`config.mk`:
```
export PLATFORM = sky130hd
export DESIGN_NAME = sync_downcount_flat
export DESIGN_NICKNAME = d
export VERILOG_FILES = /design/src/rtl/sync_downcount_pkg.sv /design/src/rtl/sync_downcount_if.sv /design/src/rtl/sync_downcount_next_count.sv /design/src/rtl/sync_downcount.sv /design/src/flat_wrapper.sv
export SDC_FILE = /design/constraint.sdc
export NUM_CORES = 1
export LEC_CHECK = 0
export BUFFER_PORTS_ARGS = -buffer_cell sky130_fd_sc_hd__buf_2
export CAP_MARGIN = 20
export CORE_AREA = 2 2 43 45
export CTS_CLUSTER_SIZE = 16
export DETAILED_ROUTE_END_ITERATION = 16
export DIE_AREA = 0 0 45 47
export MAX_ROUTING_LAYER = met4
export PLACE_DENSITY = 0.61
export SLEW_MARGIN = 20
export SYNTH_ARGS = -nofsm -noshare
export SYNTH_HDL_FRONTEND = slang
export SYNTH_HIERARCHICAL = 1
export SYNTH_SLANG_ARGS = --single-unit
export TNS_END_PERCENT = 50
```
`constraint.sdc`:
```
create_clock -name ck -period 2 [get_ports ck]
set_input_delay 0.1 -clock ck [delete_from_list [all_inputs] [get_ports ck]]
set_output_delay 0.1 -clock ck [all_outputs]
set_load 0.05 [all_outputs]
```
`src/rtl/sync_downcount_pkg.sv`:
```
// Shared definitions for the sync_downcount presettable down counter.
// State encodings, state width and default counter width.
package sync_downcount_pkg;

    localparam int SDC_STATE_W       = 2;
    localparam int SDC_WIDTH_DEFAULT = 4;

    // Code 3 is illegal and recovers to SDC_IDLE.
    typedef enum logic [SDC_STATE_W-1:0] {
        SDC_IDLE    = 2'd0,
        SDC_RUN     = 2'd1,
        SDC_EXPIRED = 2'd2
    } sdc_state_e;

endpackage

```
`src/rtl/sync_downcount_if.sv`:
```
// Control/status bundle of sync_downcount: enable, load, start value and count status.
interface sync_downcount_if
    import sync_downcount_pkg::*;
#(
    parameter int WIDTH = SDC_WIDTH_DEFAULT
);

    logic             en;
    logic             load;
    logic [WIDTH-1:0] din;
    logic [WIDTH-1:0] out;
    logic             zero;
    logic             busy;
    logic             done;

    modport master (
        output en, load, din,
        input  out, zero, busy, done
    );

    modport slave (
        input  en, load, din,
        output out, zero, busy, done
    );

endinterface

```
`src/rtl/sync_downcount_next_count.sv`:
```
// sdc_next_count: combinational next-count and expiry detection for sync_downcount.
// SYNC_DOWNCOUNT_AUTO_RELOAD_EN selects reload-from-zero instead of holding at zero.
module sdc_next_count
    import sync_downcount_pkg::*;
#(
    parameter int WIDTH = SDC_WIDTH_DEFAULT
) (
    input  logic [WIDTH-1:0] out,
    input  logic [WIDTH-1:0] reload,
    input  logic             en,
    input  sdc_state_e       state,
    output logic [WIDTH-1:0] next_out,
    output logic             expire
);

    always_comb begin
        next_out = out;
        expire   = 1'b0;
        if (state == SDC_RUN && en) begin
            if (out > WIDTH'(1)) begin
                next_out = out - WIDTH'(1);
            end else if (out == WIDTH'(1)) begin
                next_out = '0;
                expire   = 1'b1;
            end else begin
`ifdef SYNC_DOWNCOUNT_AUTO_RELOAD_EN
                next_out = reload;
`else
                // Saturate: never borrow below zero.
                next_out = '0;
`endif
            end
        end
    end

`ifndef SYNC_DOWNCOUNT_AUTO_RELOAD_EN
    logic unused_reload;
    assign unused_reload = ^reload;
`endif

endmodule

```
`src/rtl/sync_downcount.sv`:
```
// sync_downcount: presettable synchronous down counter with one-cycle done pulse.
// Optional macro SYNC_DOWNCOUNT_AUTO_RELOAD_EN turns it into a periodic timer.
module sync_downcount
    import sync_downcount_pkg::*;
#(
    parameter int WIDTH = SDC_WIDTH_DEFAULT
) (
    input  logic              ck,
    input  logic              rst,
    sync_downcount_if.slave   bus
);

    sdc_state_e       state_q, state_d;
    logic [WIDTH-1:0] out_q, out_d;
    logic [WIDTH-1:0] reload_q, reload_d;
    logic             busy_q, busy_d;
    logic             done_q, done_d;
    logic [WIDTH-1:0] next_out;
    logic             expire;

    sdc_next_count #(.WIDTH(WIDTH)) u_next_count (
        .out      (out_q),
        .reload   (reload_q),
        .en       (bus.en),
        .state    (state_q),
        .next_out (next_out),
        .expire   (expire)
    );

    always_comb begin
        state_d  = state_q;
        out_d    = out_q;
        reload_d = reload_q;
        done_d   = 1'b0;
        if (bus.load) begin
            out_d    = bus.din;
            reload_d = bus.din;
            state_d  = (bus.din != '0) ? SDC_RUN : SDC_IDLE;
        end else begin
            case (state_q)
                SDC_RUN: begin
                    out_d  = next_out;
                    done_d = expire;
`ifndef SYNC_DOWNCOUNT_AUTO_RELOAD_EN
                    if (expire) state_d = SDC_EXPIRED;
`endif
                end
                SDC_IDLE, SDC_EXPIRED: begin
                    out_d = '0;
                end
                default: begin
                    state_d = SDC_IDLE;
                    out_d   = '0;
                end
            endcase
        end
        busy_d = (state_d == SDC_RUN);
    end

    always_ff @(posedge ck) begin
        if (!rst) begin
            state_q  <= SDC_IDLE;
            out_q    <= '0;
            reload_q <= '0;
            busy_q   <= 1'b0;
            done_q   <= 1'b0;
        end else begin
            state_q  <= state_d;
            out_q    <= out_d;
            reload_q <= reload_d;
            busy_q   <= busy_d;
            done_q   <= done_d;
        end
    end

    assign bus.out  = out_q;
    assign bus.zero = (out_q == '0);
    assign bus.busy = busy_q;
    assign bus.done = done_q;

endmodule

```
`src/flat_wrapper.sv`:
```
// flat-port wrapper written by rule: the top's interface ports become plain ports
module sync_downcount_flat import sync_downcount_pkg::*;
#(
    parameter int WIDTH = SDC_WIDTH_DEFAULT
)
  (ck, rst, bus_en, bus_load, bus_din, bus_out, bus_zero, bus_busy, bus_done);
  sync_downcount_if #(.WIDTH(WIDTH)) bus_i ();
  input  logic ck;
  input  logic rst;
  input wire logic [$bits(bus_i.en)-1:0] bus_en;
  input wire logic [$bits(bus_i.load)-1:0] bus_load;
  input wire logic [$bits(bus_i.din)-1:0] bus_din;
  output wire logic [$bits(bus_i.out)-1:0] bus_out;
  output wire logic [$bits(bus_i.zero)-1:0] bus_zero;
  output wire logic [$bits(bus_i.busy)-1:0] bus_busy;
  output wire logic [$bits(bus_i.done)-1:0] bus_done;
  assign bus_i.en = bus_en;
  assign bus_i.load = bus_load;
  assign bus_i.din = bus_din;
  assign bus_out = bus_i.out;
  assign bus_zero = bus_i.zero;
  assign bus_busy = bus_i.busy;
  assign bus_done = bus_i.done;
  sync_downcount #(.WIDTH(WIDTH)) u_core (.ck(ck), .rst(rst), .bus(bus_i));
endmodule
```
Word level (Yosys, flattened, before mapping):

Cells that the tools add are included.

* register bits after elaboration: 8
* latch bits: 0
* memory bits (writable): 0
* memory bits (read-only): 0
* bits of input ports: 8
* output and inout port bits: 7
* logic and storage cells: 30
* memories kept: 0

* add/sub/neg operators: 1
* multiply operators: 0
* div/mod/pow operators: 0
* order comparisons: 1
* equality and inequality tests: 5
* shift-type cells: 0
* muxes and demuxes: 11
* bitwise gates (word level): 2
* reduce and logical (&&, ||, !) cells: 6

Operators by type and width (count)
* 2-to-1 mux 4 bit: 4
* == test 2 x 1 -> 1 bit (second input constant): 2
* == test 4 x 1 -> 1 bit (second input constant): 1
* > comparator 4 x 1 -> 1 bit (second input constant): 1
* logical NOT 4 bit: 1
* 2-to-1 mux 1 bit: 4
* 2-to-1 mux 2 bit: 2
* one-hot mux 2 bit (2 select lines): 1
* nonzero test 4 bit: 1
* subtractor 4 x 1 -> 4 bit (second input constant): 1
* != test 3 bit (second input constant): 1
* OR reduction 3 bit: 1
* == test 2 bit (second input constant): 1
* logical NOT 2 bit: 1
* inverter 1 bit: 2
* OR reduction 2 bit: 1
* logical AND 1 bit: 1

Longest topological paths before layout:

Gate-level depths: netlist of the first run.

* word-level depth: 8
* mapped depth: 7
* gate-level depth less buffers: 7

By module:

Netlist of the first run, hierarchy kept.

By module, submodules not included
* sync_downcount: times used 1, cells an instance 45, area each 446.7 um^2, seq. area each 240.2 um^2
* sdc_next_count: times used 1, cells an instance 19, area each 145.1 um^2, seq. area each 0.0 um^2

Least setup slack after synthesis of the first run:

OpenSTA, ideal clock, no wires.

* path type: register to output
* start: register u_core.out_q[0] (netlist: u_core/bus.out[0])
* end: output port bus_zero
* arrival: 2123 ps
* required time: 1900 ps
* slack: -223 ps
* cell stages (with the launch flop): 2
* path buffers: 0
* cell sequence: dfxtp_1 > nor4_1

* cells in the longest elaborated chain, start to end: 1

RTL lines
* from (decl): RTL line sync_downcount.sv:14 `logic [WIDTH-1:0] out_q, out_d;`
* from (signal assigned): RTL line sync_downcount.sv:69 `out_q <= out_d;`
* logical NOT 4 bit: RTL line sync_downcount.sv:77 `assign bus.zero = (out_q == '0);`
* to (decl): RTL line flat_wrapper.sv:14 `output wire logic [$bits(bus_i.zero)-1:0] bus_zero;`

No other way between the ends.

Worst setup path after layout of the first run:

* start: register u_core.out_q[1] (netlist: u_core/bus.out[1])
* end: register u_core.state_q[0]

* cells in the longest elaborated chain, start to end: 7
* elaborated cells between the ends (all ways): 8
* those cells by class: order compare (1); eq/ne (1); mux (6)

RTL lines
* branches (longest 2 deep; another with > comparator 4 x 1 -> 1 bit)
* 2-to-1 mux 1 bit *: RTL line sync_downcount_next_count.sv:20 `if (out > WIDTH'(1)) begin`
* 2-to-1 mux 1 bit *: RTL line sync_downcount_next_count.sv:19 `if (state == SDC_RUN && en) begin`
* via u_core.expire: RTL line sync_downcount.sv:19 `logic expire;`
* 2-to-1 mux 2 bit *: RTL line sync_downcount.sv:45 `if (expire) state_d = SDC_EXPIRED;`
* one-hot mux 2 bit (2 select lines) *: RTL line sync_downcount.sv:40 `case (state_q)`
* 2-to-1 mux 2 bit *: RTL line sync_downcount.sv:35 `if (bus.load) begin`
* to (signal assigned): RTL line sync_downcount.sv:68 `state_q <= state_d;`
* to (decl): RTL line sync_downcount.sv:13 `sdc_state_e state_q, state_d;`

Mark *: on every way through the listed nets, which the timed path passes.
A chain may end at the register's enable or synchronous reset.

==> reports/results.tsv, run 1 <==
stage	metric	value	unit
detailed_routing	vias per cell	5.11	
worst_setup_path	critical path required time	2.18	ns
cts	hold_buf cts	0	
die	die height	47	µm
sta	Worst-Margin Slew	0.404	ns
synth	Gate Count Post-Synth	52	
place	# port buffers	14	
sta	clock skew	0.000409	ns
power_and_ir_drop	maximum VDD drop	209	µV
cts	Clock Sinks	8	
cts	post-CTS setup buffers	0	
cts	H-Tree Depth	1	
detailed_routing	Vias	429	
worst_setup_path	CP Class	register to register	
place	routability congestion estimate from global placement	0.827	
power_and_ir_drop	clock share of power	0.316	
worst_setup_path	startpoint types	register	
synth	Yosys warning count	6	
place	dpl cells	81	
detailed_routing	wire length on met1	470	µm
detailed_routing	DR WL/cell	11.1	µm
cells_and_area	filler instances	186	
die	DIE AREA	2120	µm²
detailed_routing	metal3 WL	57	µm
sta	final hold vios	0	
detailed_routing	DR WL met2	389	µm
sta	relative slew slack	0.727	
global_route	largest net degree at the start of global routing	12	
die	# IOs	15	
cells_and_area	Final nets	79	
detailed_routing	antenna-violating nets left	0	
sta	final setup fails	0	
detailed_routing	First-pass DRT Iterations	4	
die	Die X	45	µm
power_and_ir_drop	pwr/cell area	672	nW/µm²
detailed_routing	WL final	936	µm
power_and_ir_drop	LEAKAGE	0.246	nW
global_route	grt total ovfl	0	
cts	post-CTS sizing	0	
synth	Netlist Area Pre-Place	447	µm²
cts	TritonCTS Buffers	3	
worst_setup_path	CP cell instances	inv_1 > ha_1 > nor4b_1 > or4b_1 > a21boi_1	
cts	clk_lat worst skew	0.24	ns
global_route	vias in the first global route	365	
place	DP HPWL	736	µm
sta	fin crit share	0.789	
worst_setup_path	critical path's largest stage delay	0.52	ns
cells_and_area	layout cells sized above 1	0.328	
cts	CTS max path bufs	2	
global_route	initial antenna violation count	0	
synth	Syn Nets	62	
global_route	first-pass GRT wire length	1490	µm
die	core area	1650	µm²
power_and_ir_drop	Net Sw Frac	0.301	
cells_and_area	ant diodes	0	
sta	setup TNS	0	ns
die	initial core utilization	0.270	
run_status	status	finished, final reports clean	
power_and_ir_drop	Seq pwr share	0.469	
sta	Hold WS	0.0993	ns
global_route	GRT Overall Usage	0.106	
synth	Avg Cell Area, Syn	8.59	µm²
die	Row Count	15	
run	max-cap violations	0	
worst_setup_path	Worst EP arrival	1.76	ns
sta	fmax	634	MHz
cells_and_area	Non-Filler Instances	84	
sta	unrepaired setup endpoints after global routing	no	
power_and_ir_drop	Comb pwr share	0.216	
worst_setup_path	Max FO, Critical Path	4	
sta	Tmin final	1.58	ns
worst_setup_path	Setup crit end kind	register	
detailed_routing	Initial DRC Count	11	
power_and_ir_drop	switching power	0.000113	W
cts	Clock Pin Slew Worst Setup and Hold Paths	0.05	ns
detailed_routing	DRC Markers	0	
cts	CTS tree	yes	
detailed_routing	Top Metal Used	met4	
cells_and_area	synth-to-layout area growth	24.9	%
cts	root buffer cell	clkbuf_4	
min_path	Tightest Hold Check Type	input pin to register	
sta	Slew Viols, Final	0	
worst_setup_path	Crit-path slowest cell	or4b_1	
power_and_ir_drop	Int Pwr	0.000262	W
[flip-flops by register name, indices dropped and copies added, names as in the netlist]
name,flops
u_core/bus.done,1
u_core/state_q,2
u_core/bus.busy,1
u_core/bus.out,4
[through the flow]
step	instance area, µm²	worst slack (ns)	power, W	util
after floorplan	453	0.123	0.000237	-
after detailed placement	536	0.446	0.000260	0.324
after CTS	558	0.421	0.000383	0.338
final	558	0.422	0.000375	0.338
after global routing	558	0.339	0.000400	0.338
after global placement	536	0.484	0.000259	0.324
[path summary, 6_finish.rpt]
| path | from | slack [ns] | depth (start not counted) | end |
|---|---|---|---|---|
| worst max register to register | u_core/bus.out[1] | 0.42 | 5 | u_core/state_q[0] |
| worst min register to register | u_core/state_q[1] | 0.52 | 2 | u_core/state_q[1] |
| worst min-delay path | bus_din[3] | 0.1 | 3 | u_core/bus.out[3] |
| worst max-delay path | u_core/bus.out[1] | 0.42 | 5 | u_core/state_q[0] |
[layout make-up]
type | count | area, µm² | area share
well taps | 17 | 21.3 | 0.0381
multi-input cells | 39 | 273 | 0.489
clock buffers | 3 | 22.5 | 0.0404
repair buffers | 14 | 70.1 | 0.126
flip-flops and latches | 8 | 160 | 0.287
inverters | 3 | 11.3 | 0.0202
[power groups by stage]
stage	clock network, W	logic, W	registers (W)
floorplan	0	0.0000406	0.000196
global placement	0	0.0000796	0.000179
detailed placement	0	0.0000806	0.000179
CTS	0.000126	0.0000810	0.000176
global route	0.000135	0.0000883	0.000177
finish	0.000118	0.0000809	0.000176
[per-layer routing]
| layer | up-vias | track usage |
|---|---|---|
| met5 | - | - |
| met4 | 0 | 0.0882 |
| met3 | 2 | 0.0231 |
| met2 | 14 | 0.151 |
| met1 | 192 | 0.125 |
| li1 | 221 | - |
[worst max-delay path: cells and delay by family (launching register included)]
family                   cells  cell delay, ns
AND/OR/NAND/NOR              2            0.68
buffers and inverters        1            0.10
AO/OA/AOI/OAI                1            0.14
flip-flops                   1            0.38
adder cells (fa/ha/maj)      1            0.21
[placed cells by master, fill, tap and decap left out, drive strengths merged]
cell and count:
a21boi 2, o21ai 7, o41ai 1, o22ai 1, a21oi 1, buf 14
nor4b 1, ha 2, or3b 1, o31ai 1, nor4 2, or4b 1
dfxtp 8, nand3b 2, clkbuf 3, nor2 2, and3b 1, nor3 1
nand2 5, nand2b 2, nand3 5, inv 3, mux2 1
No activity file was read; power rests on OpenSTA's default activity.
==> run 2, diff against run 1 <==
--- a/config.mk
+++ b/config.mk
@@ -12,7 +12,7 @@
 export DETAILED_ROUTE_END_ITERATION = 16
 export DIE_AREA = 0 0 45 47
 export MAX_ROUTING_LAYER = met4
-export PLACE_DENSITY = 0.61
+export PLACE_DENSITY = 0.63
 export SLEW_MARGIN = 20
 export SYNTH_ARGS = -nofsm -noshare
 export SYNTH_HDL_FRONTEND = slang
==> constraint.sdc (replaced) <==
create_clock -name ck -period 1.3 [get_ports ck]
set_input_delay 0.065 -clock ck [delete_from_list [all_inputs] [get_ports ck]]
set_output_delay 0.065 -clock ck [all_outputs]
set_load 0.05 [all_outputs]
==> run 2 against run 1 <==
Against the previous run: the run now ends with negative setup slack left; sequential cell count unchanged; combinational power increased by 110%; setup slack got worse by 0.51 ns; count of clock-buffer cells in the layout increased by 1; final cell count increased by 13%; first-iteration DRC count decreased by 9.1%; sequential power increased by 53%; sequential share of layout area decreased by 5.2 points; power increased by 72%; routed wire length increased by 21%.
==> reports/results.tsv, run 2 (same netlist as run 1, synthesis figures left out) <==
stage	metric	value	unit	change
place	# port buffers	14		unchanged
sta	relative slew slack	0.531		-0.197
cts	clk_lat worst skew	0.25	ns	about the same
cells_and_area	final instance area	724	µm²	+30%
global_route	largest net degree at the start of global routing	12		unchanged
detailed_routing	First-pass DRT Iterations	4		unchanged
sta	PnR worst setup slack	-0.0896	ns	-0.512 ns
detailed_routing	DRC Markers	0		unchanged
die	die height	47	µm	unchanged
sta	fin crit share	1.07		+0.280
worst_setup_path	CP Class	register to register		
sta	Tmin final	1.39	ns	-0.188 ns
global_route	vias in the first global route	466		+28%
detailed_routing	Vias	490		+14%
sta	unrepaired setup endpoints after global routing	yes		
worst_setup_path	startpoint types	register		
die	Row Count	15		unchanged
global_route	first-pass GRT wire length	1960	µm	+31%
place	DP HPWL	845	µm	+15%
sta	fmax	720	MHz	+14%
power_and_ir_drop	LEAKAGE	0.307	nW	+25%
cts	CTS tree	yes		
cells_and_area	most frequent cells in the layout	buf_2, buf_4, nand2_1, nand3_1		
place	Area after DPL	643	µm²	+20%
die	Die X	45	µm	unchanged
cts	root buffer cell	clkbuf_4		
global_route	grt total ovfl	0		unchanged
sta	Worst-Margin Slew	0.695	ns	+0.291 ns
worst_setup_path	Max FO, Critical Path	3		-1
cells_and_area	commonest non-fill, non-tap cell in the layout	buf_2		
sta	final hold vios	0		unchanged
detailed_routing	DR WL/cell	11.9	µm	+7.1%
global_route	GRT Overall Usage	0.139		+0.0330
die	core area	1650	µm²	unchanged
detailed_routing	antenna-violating nets left	0		unchanged
sta	clock skew	0.00236	ns	+0.00196 ns
power_and_ir_drop	pwr/cell area	890	nW/µm²	+32%
detailed_routing	Initial DRC Count	10		-1
run_status	failing checks	negative setup slack		
detailed_routing	wire length on met1	479	µm	+1.9%
cells_and_area	Final Util	0.439		+0.101
sta	final setup fails	3		+3
cells_and_area	max FFs per register	4		unchanged
die	DIE AREA	2120	µm²	unchanged
detailed_routing	WL final	1130	µm	+21%
cts	Clock Sinks	8		unchanged
die	# IOs	15		unchanged
cells_and_area	layout cells sized above 1	0.564		+0.236
worst_setup_path	Setup crit end kind	register		
min_path	Tightest Hold Check Type	input pin to register		
worst_setup_path	Worst EP arrival	1.58	ns	-0.18 ns
detailed_routing	DR WL met2	589	µm	+51%
cells_and_area	ant diodes	0		unchanged
cts	CTS max path bufs	2		unchanged
worst_setup_path	critical path required time	1.49	ns	-0.69 ns
cells_and_area	synth-to-layout area growth	62.2	%	
cells_and_area	filler instances	169		-9.1%
place	routability congestion estimate from global placement	0.682		-18%
cells_and_area	Final nets	89		+13%
detailed_routing	Top Metal Used	met4		
sta	Slew Viols, Final	0		unchanged
run_status	status	finished with violations		
cts	Clock Pin Slew Worst Setup and Hold Paths	0.06	ns	about the same
global_route	initial antenna violation count	0		unchanged
detailed_routing	vias per cell	5.16		+0.99%
run	max-cap violations	0		unchanged
power_and_ir_drop	maximum VDD drop	468	µV	+120%
cts	TritonCTS Buffers	3		unchanged
power_and_ir_drop	PnR Total Power	0.000645	W	+72%
cts	H-Tree Depth	1		unchanged
die	initial core utilization	0.270		unchanged
detailed_routing	metal3 WL	46	µm	-19%
-- run 2: cell count changes in the layout (fill, tap and decap cells not counted), sizes merged --
| cell | previous run | this run |
|---|---|---|
| clkbuf | 3 | 4 |
| buf | 14 | 24 |
-- run 2: area by class of cell --
| class | instances | area, µm² | area share |
|---|---|---|---|
| Clock buffer | 4 | 26.3 | 0.0363 |
| Timing Repair Buffer | 24 | 151 | 0.209 |
| Multi-Input combinational cell | 39 | 342 | 0.472 |
| Tap cell | 17 | 21.3 | 0.0294 |
| Sequential cell | 8 | 170 | 0.235 |
| Inverter | 3 | 13.8 | 0.0190 |
-- run 2: timing repair --
item                                    4_1_cts  5_1_grt
hold buffers                                  0        0
resized for setup                             8        4
buffers inserted                              1        0
endpoints found under the setup margin        7        7
pin swaps                                     7        1
-- run 2: where the power goes --
part / switching (W) / internal (W)
sequential: 0.0000158 / 0.000254
combinational: 0.0000989 / 0.0000733
clock: 0.0000849 / 0.000117
total: 0.000200 / 0.000445
-- run 2: stage by stage --
stage / hold slack, ns / cells / setup TNS, ns / worst slack, ns
2_1_floorplan: 0.195 / 52 / -0.623 / -0.226
3_3_place_gp: 0.308 / 90 / -0.437 / -0.102
3_5_place_dp: 0.318 / 90 / -0.498 / -0.135
4_1_cts: 0.0490 / 95 / -0.273 / -0.0964
5_1_grt: 0.0830 / 95 / -0.914 / -0.158
6_report: 0.0615 / 95 / -0.205 / -0.0896
-- run 2: per-layer routing --
metal,vias up,track usage
li1,243,-
met1,232,0.157
met2,13,0.217
met3,2,0.0231
met4,0,0.106
met5,-,-
-- run 2: worst max-delay path: stages, from the launching register on --
cell	delay, ns
dfxtp_4	0.35
inv_4	0.04
ha_4	0.14
nor4b_4	0.12
or4b_4	0.53
a21boi_2	0.13
-- run 2: worst paths after layout --
| check | depth (start not counted) | end | from | slack, ns |
|---|---|---|---|---|
| max | 5 | u_core/bus.busy | u_core/bus.out[1] | -0.09 |
| min | 3 | u_core/bus.out[3] | bus_din[3] | 0.06 |
| max reg2reg | 5 | u_core/bus.busy | u_core/bus.out[1] | -0.09 |
| min reg2reg | 3 | u_core/state_q[1] | u_core/state_q[1] | 0.61 |
==> run 3, diff against run 2 <==
--- a/config.mk
+++ b/config.mk
@@ -7,10 +7,10 @@
 export LEC_CHECK = 0
 export BUFFER_PORTS_ARGS = -buffer_cell sky130_fd_sc_hd__buf_2
 export CAP_MARGIN = 20
-export CORE_AREA = 2 2 43 45
+export CORE_AREA = 3 3 44 46
 export CTS_CLUSTER_SIZE = 16
 export DETAILED_ROUTE_END_ITERATION = 16
-export DIE_AREA = 0 0 45 47
+export DIE_AREA = 0 0 47 49
 export MAX_ROUTING_LAYER = met4
 export PLACE_DENSITY = 0.63
 export SLEW_MARGIN = 20
==> constraint.sdc (replaced) <==
create_clock -name ck -period 1.3 [get_ports ck]
set_input_delay 0.065 -clock ck [delete_from_list [all_inputs] [get_ports ck]]
set_output_delay 0.065 -clock ck [all_outputs]
set_load 0.005 [all_outputs]
==> run 3 against run 2 <==
Against the previous run: clock power shrank 9%; the run still ends with negative setup slack left; global-route usage shrank 2.6 points; fmax grew 3.1%; via count shrank 3.3%; hold slack gained 0.00057 ns; sequential share of layout area shrank 0.86 points; critical path depth is the same; highest routed layer is now met3.
==> reports/results.tsv, run 3 (same netlist as run 1, synthesis figures left out) <==
stage	metric	value	unit	change
detailed_routing	DRC Markers	0		unchanged
min_path	Tightest Hold Check Type	input pin to register		
die	die height	49	µm	+4.3%
cells_and_area	register area	164	µm²	-3.7%
die	Die X	47	µm	+4.4%
global_route	GRT met2 Usage	0.174		-0.0429
detailed_routing	First-pass DRT Iterations	4		unchanged
detailed_routing	Vias	474		-3.3%
cts	hold_buf cts	0		unchanged
global_route	met3 global-route usage	0.0185		-0.00463
cts	root buffer cell	clkbuf_4		
sta	Slew Viols, Final	0		unchanged
sta	Tmin final	1.35	ns	-0.0416 ns
place	DP HPWL	827	µm	-2.2%
sta	final setup fails	4		+1
cts	TritonCTS Buffers	3		unchanged
die	Row Count	14		-1
sta	relative slew slack	0.538		+0.00756
place	# port buffers	14		unchanged
sta	fin crit share	1.04		-0.0320
sta	Worst-Margin Slew	0.684	ns	-0.0112 ns
die	# IOs	15		unchanged
place	Post-Place Worst Slack	-0.0898	ns	+0.0453 ns
run_status	status	finished with violations		
worst_setup_path	CP cell instances	inv_2 > ha_4 > nor4b_4 > or4b_4 > a21boi_2		
cells_and_area	commonest non-fill, non-tap cell in the layout	buf_2		
sta	fmax	742	MHz	+3.1%
cts	Clock Sinks	8		unchanged
cts	CTS max path bufs	2		unchanged
die	initial core utilization	0.290		+0.0193
worst_setup_path	Max FO, Critical Path	2		-1
detailed_routing	Initial DRC Count	9		-1
cells_and_area	area used by multi-input combinational logic	358	µm²	+4.8%
worst_setup_path	Crit-path slowest cell	or4b_4		
global_route	vias in the first global route	479		+2.8%
cts	Clock Pin Slew Worst Setup and Hold Paths	0.05	ns	about the same
detailed_routing	antenna-violating nets left	0		unchanged
global_route	grt total ovfl	0		unchanged
worst_setup_path	critical path's largest stage delay	0.51	ns	-0.02 ns
global_route	met1 usage	0.144		-0.0136
sta	final hold vios	0		unchanged
cells_and_area	most frequent cells in the layout	buf_2, buf_4, o21ai_1		
cells_and_area	layout cells sized above 1	0.571		+0.00733
cells_and_area	Final nets	89		unchanged
cts	CTS tree	yes		
worst_setup_path	critical path required time	1.48	ns	about the same
global_route	gr busiest metal	met2		
global_route	largest net degree at the start of global routing	12		unchanged
worst_setup_path	CP Class	register to register		
cells_and_area	max FFs per register	4		unchanged
run	max-cap violations	0		unchanged
sta	unrepaired setup endpoints after global routing	yes		
cts	clk_lat worst skew	0.25	ns	about the same
detailed_routing	vias per cell	5.10		-1.2%
worst_setup_path	Setup crit end kind	register		
cells_and_area	synth-to-layout area growth	62.2	%	unchanged
place	dpl cells	90		unchanged
place	routability congestion estimate from global placement	0.703		+3.1%
detailed_routing	DR WL/cell	12.5	µm	+4.4%
cells_and_area	Non-Filler Instances	93		-2.1%
sta	PnR worst setup slack	-0.0479	ns	+0.0416 ns
cts	H-Tree Depth	1		unchanged
worst_setup_path	Worst EP arrival	1.53	ns	-0.05 ns
power_and_ir_drop	maximum VDD drop	557	µV	+19%
power_and_ir_drop	LEAKAGE	0.308	nW	+0.30%
worst_setup_path	startpoint types	register		
die	DIE AREA	2300	µm²	+8.9%
run_status	failing checks	negative setup slack		
cells_and_area	filler instances	151		-11%
die	core area	1540	µm²	-6.7%
cells_and_area	ant diodes	0		unchanged
sta	clock skew	0.00534	ns	+0.00298 ns
global_route	first-pass GRT wire length	1930	µm	-1.4%
power_and_ir_drop	pwr/cell area	819	nW/µm²	-8.0%
global_route	GRT Overall Usage	0.113		-0.0257
detailed_routing	WL final	1160	µm	+2.2%
global_route	initial antenna violation count	0		unchanged
run 3: cell types whose count changed in the layout (fill, tap and decap cells not counted), sizes merged:
cell	delta
clkbuf	-1
run 3: area by class of cell:
type | count | share of cell area
Multi-Input combinational cell | 39 | 0.494
Clock buffer | 3 | 0.0311
Timing Repair Buffer | 24 | 0.206
Sequential cell | 8 | 0.226
Inverter | 3 | 0.0155
Tap cell | 16 | 0.0276
run 3: power by group:
part | total [W] | switching, W | leakage (nW) | internal (W)
registers | 0.000268 | 0.0000116 | 0.0668 | 0.000257
logic | 0.000142 | 0.0000674 | 0.227 | 0.0000747
clock network | 0.000183 | 0.0000774 | 0.0138 | 0.000105
run 3: path summary, 6_finish.rpt:
| path | from | end | slack (ns) | cells past startpoint |
|---|---|---|---|---|
| worst max-delay path | u_core/bus.out[1] | u_core/bus.busy | -0.05 | 5 |
| worst min-delay path | bus_din[3] | u_core/bus.out[3] | 0.06 | 3 |
| worst max register to register | u_core/bus.out[1] | u_core/bus.busy | -0.05 | 5 |
| worst min register to register | u_core/bus.out[3] | u_core/bus.done | 0.62 | 3 |
run 3: what timing repair did:
| item | CTS | global route |
|---|---|---|
| buffers inserted | 0 | 0 |
| gates cloned | 0 | 0 |
| resized for setup | 9 | 18 |
| pin swaps | 4 | 8 |
| endpoints found under the setup margin | 6 | 6 |
run 3: stage by stage:
step / util / area, µm² / hold slack, ns / power (W) / TNS, ns
after CTS: 0.427 / 658 / 0.0509 / 0.000570 / -0.258
after global placement: 0.392 / 604 / 0.303 / 0.000376 / -0.255
after detailed placement: 0.392 / 604 / 0.304 / 0.000378 / -0.265
after global routing: 0.470 / 724 / 0.0883 / 0.000640 / -0.406
final: 0.470 / 724 / 0.0621 / 0.000593 / -0.118
after floorplan: - / 448 / 0.195 / 0.000322 / -0.218
run 3: layer usage:
layer,vias to the layer above,share of wire
met2,12,0.53
met5,-,0
met3,0,0.052
li1,240,-
met4,0,0
met1,222,0.42
run 3: critical path: cells and delay by family, from the launching register on:
kind,cells,cell delay (ns)
DFF,1,0.33
adders and majority gates,1,0.15
AOI/OAI and AO/OA,1,0.13
buffers and inverters,1,0.05
and+or+nand+nor,2,0.64
